### src/rtl/pipe_stage_skid.sv
// rtl/pipe_stage_skid.sv - inter-stage pipeline register with valid/ready, skid buffer, flush and stall counter
//
// Ports:
//   clk, rst            clock (rising edge), asynchronous active-high reset
//   flush               synchronous kill of every held beat
//   in_valid/in_ready   upstream handshake, in_data/in_ctrl upstream payload
//   out_valid/out_ready downstream handshake, out_data/out_ctrl held payload
//   cnt_clr             synchronous clear of stall_cnt
//   stall_cnt           saturating count of cycles with out_valid=1 and out_ready=0
module pipe_stage_skid #(
    parameter int                 DATA_W   = 108,
    parameter int                 CTRL_W   = 8,
    parameter logic [CTRL_W-1:0]  CTRL_RST = 8'b0011_1000,
    parameter bit                 SKID     = 1'b1,
    parameter int                 CNT_W    = 16
) (
    input  logic              clk,
    input  logic              rst,
    input  logic              flush,
    input  logic              in_valid,
    output logic              in_ready,
    input  logic [DATA_W-1:0] in_data,
    input  logic [CTRL_W-1:0] in_ctrl,
    output logic              out_valid,
    input  logic              out_ready,
    output logic [DATA_W-1:0] out_data,
    output logic [CTRL_W-1:0] out_ctrl,
    input  logic              cnt_clr,
    output logic [CNT_W-1:0]  stall_cnt
);

    typedef enum logic [1:0] {
        ST_EMPTY = 2'd0,
        ST_ONE   = 2'd1,
        ST_FULL  = 2'd2
    } state_e;

    state_e            state_q, state_d;
    logic              out_valid_q, in_ready_q;
    logic [DATA_W-1:0] main_data_q, main_data_d;
    logic [CTRL_W-1:0] main_ctrl_q, main_ctrl_d;
    logic [DATA_W-1:0] skid_data_q, skid_data_d;
    logic [CTRL_W-1:0] skid_ctrl_q, skid_ctrl_d;
    logic [CNT_W-1:0]  stall_cnt_q, stall_cnt_d;

    logic in_fire, out_fire;

    // With SKID=1 in_ready comes straight from a flop, so out_ready never
    // reaches in_ready combinationally. With SKID=0 the single entry can be
    // replaced in the same cycle it drains, which needs the comb path.
    generate
        if (SKID) begin : g_ready_reg
            assign in_ready = in_ready_q;
        end else begin : g_ready_comb
            assign in_ready = !out_valid_q || out_ready;
        end
    endgenerate

    assign in_fire   = in_valid && in_ready;
    assign out_fire  = out_valid_q && out_ready;

    assign out_valid = out_valid_q;
    assign out_data  = main_data_q;
    assign out_ctrl  = main_ctrl_q;
    assign stall_cnt = stall_cnt_q;

    // The same FSM serves both configurations: with SKID=0 in_ready is low
    // whenever a beat is held and not leaving, so FULL is never entered.
    always_comb begin
        state_d     = state_q;
        main_data_d = main_data_q;
        main_ctrl_d = main_ctrl_q;
        skid_data_d = skid_data_q;
        skid_ctrl_d = skid_ctrl_q;
        if (flush) begin
            state_d = ST_EMPTY;
        end else begin
            case (state_q)
                ST_EMPTY: begin
                    if (in_fire) begin
                        state_d     = ST_ONE;
                        main_data_d = in_data;
                        main_ctrl_d = in_ctrl;
                    end
                end
                ST_ONE: begin
                    if (in_fire && out_fire) begin
                        main_data_d = in_data;
                        main_ctrl_d = in_ctrl;
                    end else if (in_fire) begin
                        state_d     = ST_FULL;
                        skid_data_d = in_data;
                        skid_ctrl_d = in_ctrl;
                    end else if (out_fire) begin
                        state_d = ST_EMPTY;
                    end
                end
                ST_FULL: begin
                    if (out_fire) begin
                        state_d     = ST_ONE;
                        main_data_d = skid_data_q;
                        main_ctrl_d = skid_ctrl_q;
                    end
                end
                default: state_d = ST_EMPTY;
            endcase
        end
        // An empty stage always presents the bubble control so downstream
        // never sees stale control; data is left as a don't-care.
        if (state_d == ST_EMPTY) begin
            main_ctrl_d = CTRL_RST;
        end
    end

    always_comb begin
        stall_cnt_d = stall_cnt_q;
        if (cnt_clr) begin
            stall_cnt_d = '0;
        end else if (out_valid_q && !out_ready && (stall_cnt_q != {CNT_W{1'b1}})) begin
            stall_cnt_d = stall_cnt_q + {{(CNT_W-1){1'b0}}, 1'b1};
        end
    end

    always_ff @(posedge clk or posedge rst) begin
        if (rst) begin
            state_q     <= ST_EMPTY;
            out_valid_q <= 1'b0;
            in_ready_q  <= 1'b1;
            main_data_q <= '0;
            main_ctrl_q <= CTRL_RST;
            skid_data_q <= '0;
            skid_ctrl_q <= CTRL_RST;
            stall_cnt_q <= '0;
        end else begin
            state_q     <= state_d;
            out_valid_q <= (state_d != ST_EMPTY);
            in_ready_q  <= (state_d != ST_FULL);
            main_data_q <= main_data_d;
            main_ctrl_q <= main_ctrl_d;
            skid_data_q <= skid_data_d;
            skid_ctrl_q <= skid_ctrl_d;
            stall_cnt_q <= stall_cnt_d;
        end
    end

endmodule

### config.mk
export PLATFORM = sky130hd
export DESIGN_NAME = pipe_stage_skid
export DESIGN_NICKNAME = d
export VERILOG_FILES = /design/src/rtl/pipe_stage_skid.sv
export SDC_FILE = /design/constraint.sdc
export NUM_CORES = 1
export LEC_CHECK = 0
export CAP_MARGIN = 20
export CORE_ASPECT_RATIO = 1.1
export CORE_UTILIZATION = 45
export CTS_CLUSTER_SIZE = 24
export DETAILED_ROUTE_END_ITERATION = 16
export PLACE_DENSITY = 0.76
export SYNTH_ARGS = -nofsm -noshare
export SYNTH_HDL_FRONTEND = slang
export SYNTH_SLANG_ARGS = --single-unit
export TNS_END_PERCENT = 1
### constraint.sdc
create_clock -name clk -period 8.4 [get_ports clk]
set_clock_uncertainty 0.1 [all_clocks]
set_input_delay 0.84 -clock clk [delete_from_list [all_inputs] [get_ports clk]]
set_output_delay 0.84 -clock clk [all_outputs]
set_load 0.01 [all_outputs]
==> run metrics <==
DRC 0; crit path kind in2reg; power per cell area 281.3 nW/um2; Yosys cell types 42; post-synthesis simple-gate area fraction 0.03525; gr usage total 0.2174; Post-synth EDFFs 0; post-layout minimum cycle time 3.432 ns; mux cell area share after synthesis 0.2475; total CTS buffers 27; share of post-route cells with drive strength above 1 0.1721; sequential share of the synthesized area 0.5684; final-report hold violation count 0; data required time at the worst endpoint between 8 and 9 ns; I/O Buffers 255; R2R depth 5; Die Height 166.8 um; run status finished clean; CP endpoint kind flip-flop; GR Util met1 0.2871; Worst EP arrival 3.73 ns; FP Rows slightly below 60; die width 151.8 um; unrepaired setup endpoints after global routing no; wire length per cell 19.36 um; Post-CTS Resized 0; vias per cell between 5 and 6; setup TNS 0 ns; register bit total from synthesis roughly 250; routability cong. 0.8638; Adder-Cell Fraction of Synth Area 0.001126; Async SR Flop Fraction 1.000; routed wire length approximately 28 mm; worst-path cell chain clkdlybuf4s50_1, a21bo_2, or4_4, buf_4, mux2_2; Syn Std Cell Area approximately 11000 um2; largest net degree at the start of global routing ~110; initial antenna violation count 2; GR Overflow Total 0; compound-gate portion of the synthesized area 0.1191; final core occ 0.6187; 1st-iter DRT viols 354; Max Cap Violations 0; I/O Pins between 200 and 300; Hold Path End skid_data_q[8]; Vias 8034; GRT met2 Usage 0.3549; clock root buffer clkbuf_16; nets 1238; Slew Limit Fails 0; worst r2r src state_q[0]; Reg-to-Reg End out_ctrl[0]; busiest grt layer met2; cells after synthesis 884; # Post-CTS Setup Buffers 0; largest family of logic cells by synthesized area multiplexers; vias in the first global route 8358; Detail Route Antenna Nets 0; Largest stage delay, worst path 0.88 ns; clk buf depth 3; CTS tree built; CTS H-Tree Depth 1; Mean Syn Cell Area approximately 13 um2; hpwl dp 16.93 mm; hold path start skid_data_q[8]; Starting Density 0.4645; Hold Path Stages 1; Max transition margin 0.2417; CTS hold repair buffers 0; Post-synth top flop dfrtp_1; final setup vio count 0; most frequent cells in the layout 254 x clkdlybuf4s50_1, 245 x dfrtp_1, 220 x o21ai_0; clock latency on the worst-skew pair 0.52 ns; area of the core approximately 24000 um2; Hold WC Path Type reg2reg; startpoint class of the critical path primary input; die area 25320 um2; commonest non-fill, non-tap cell in the layout clkdlybuf4s50_1; Area Overhead vs Synth 33.19%; Lkg Pwr 6.949 nW; Clk pin slew, worst setup/hold paths 0.06 ns; fmax between 0.2 and 0.3 GHz; global-route wire length before repair 44.82 mm; Final WS setup 4.968 ns; pre-CTS setup slack 4.452 ns; met3 Use GR 0.04996; Num Clock Sinks 252; Worst R2R Setup Slack 5.18 ns; drt pass-1 iters 9; CP max stage cell buf_4; Max rail drop VDD 186.0 uV; syn nets just over 1000; Slew @ Worst Pin 1.137 ns; fin crit share 0.4086; YS warnings 0; crit path max fanout 74; XOR/XNOR Fraction of Synth Area 0
logic make-up (layout without fill, tap and decap cells):
| family | after synthesis | after routing |
|---|---|---|
| AND/OR/NAND/NOR | 68 | 68 |
| flip-flops | 252 | 252 |
| buffers and inverters | 68 | 317 |
| AO/OA/AOI/OAI | 251 | 251 |
| other | 0 | 2 |
| adder cells (fa/ha/maj) | 1 | 1 |
| multiplexers | 244 | 244 |
synth_stat cells, types with 7 or more instances:
cell	number	area [um2]
mux2i_1	118	1181
dfrtp_1	245	6131
nand3_1	11	55.05
clkbuf_1	38	142.6
o21ai_0	220	1101
dfstp_2	7	183.9
buf_2	12	60.06
mux2_2	86	968.4
nand2_1	14	52.55
a21oi_1	10	50.05
nor2b_1	8	50.05
mux2_4	40	600.6
metrics by stage:
stage | power [mW] | instances | hold WS (ns) | instance area [um2]
3_5_place_dp | 2.986 | 1388 | 0.3918 | 13820
3_3_place_gp | 2.942 | 1388 | 0.3842 | 13820
4_1_cts | 4.197 | 1435 | 0.4059 | 14710
5_1_grt | 4.377 | 1440 | 0.4126 | 14800
6_report | 4.162 | 1440 | 0.4034 | 14800
2_1_floorplan | 2.427 | 884 | 0.3754 | 11110
critical path: cells and delay by family:
family	cells	cell delay [ns]
buf+inv	2	1.47
simple gates	1	0.64
mux	1	0.42
compound gates	1	0.19
sequential cells by signal, summed over array words and instances, names as in the netlist:
name and count:
stall_cnt 16, in_ready 1, out_valid 1, out_data 108
skid_data_q 108, out_ctrl 8, state_q 2, skid_ctrl_q 8
worst max path at each step:
stage	slack (ns)	from	cells past startpoint	endpoint
after floorplan	0.54	rst	1	out_ctrl[0]
after global placement	4.46	out_ready	5	skid_data_q[8]
after detailed placement	4.45	out_ready	5	skid_data_q[43]
after CTS	4.99	out_ready	6	out_data[99]
after global routing	4.87	out_ready	5	skid_data_q[43]
final	4.97	out_ready	5	skid_data_q[43]
routing by layer:
| layer | wire (um) | vias up |
|---|---|---|
| met5 | 0 | - |
| met4 | 732 | 0 |
| met3 | 1914 | 49 |
| met2 | 13390 | 268 |
| met1 | 11840 | 4046 |
| li1 | - | 3671 |
cell type report:
| type | instances | area (um2) |
|---|---|---|
| antenna | 2 | 5.005 |
| clock buffer | 39 | 800.8 |
| multi-input combinational | 564 | 4488 |
| timing repair buffer | 266 | 2693 |
| clock inverter | 8 | 92.59 |
| inverter | 4 | 22.52 |
| fill | 1911 | 9120 |
| tap | 305 | 381.6 |
| sequential | 252 | 6315 |
where the power goes:
part / internal, mW / total (mW) / switching, mW
Sequential: 1.64 / 1.87 / 0.231
Clock: 0.717 / 1.19 / 0.472
Combinational: 0.675 / 1.11 / 0.432
Note: power is estimated with default switching activity, not from simulation.
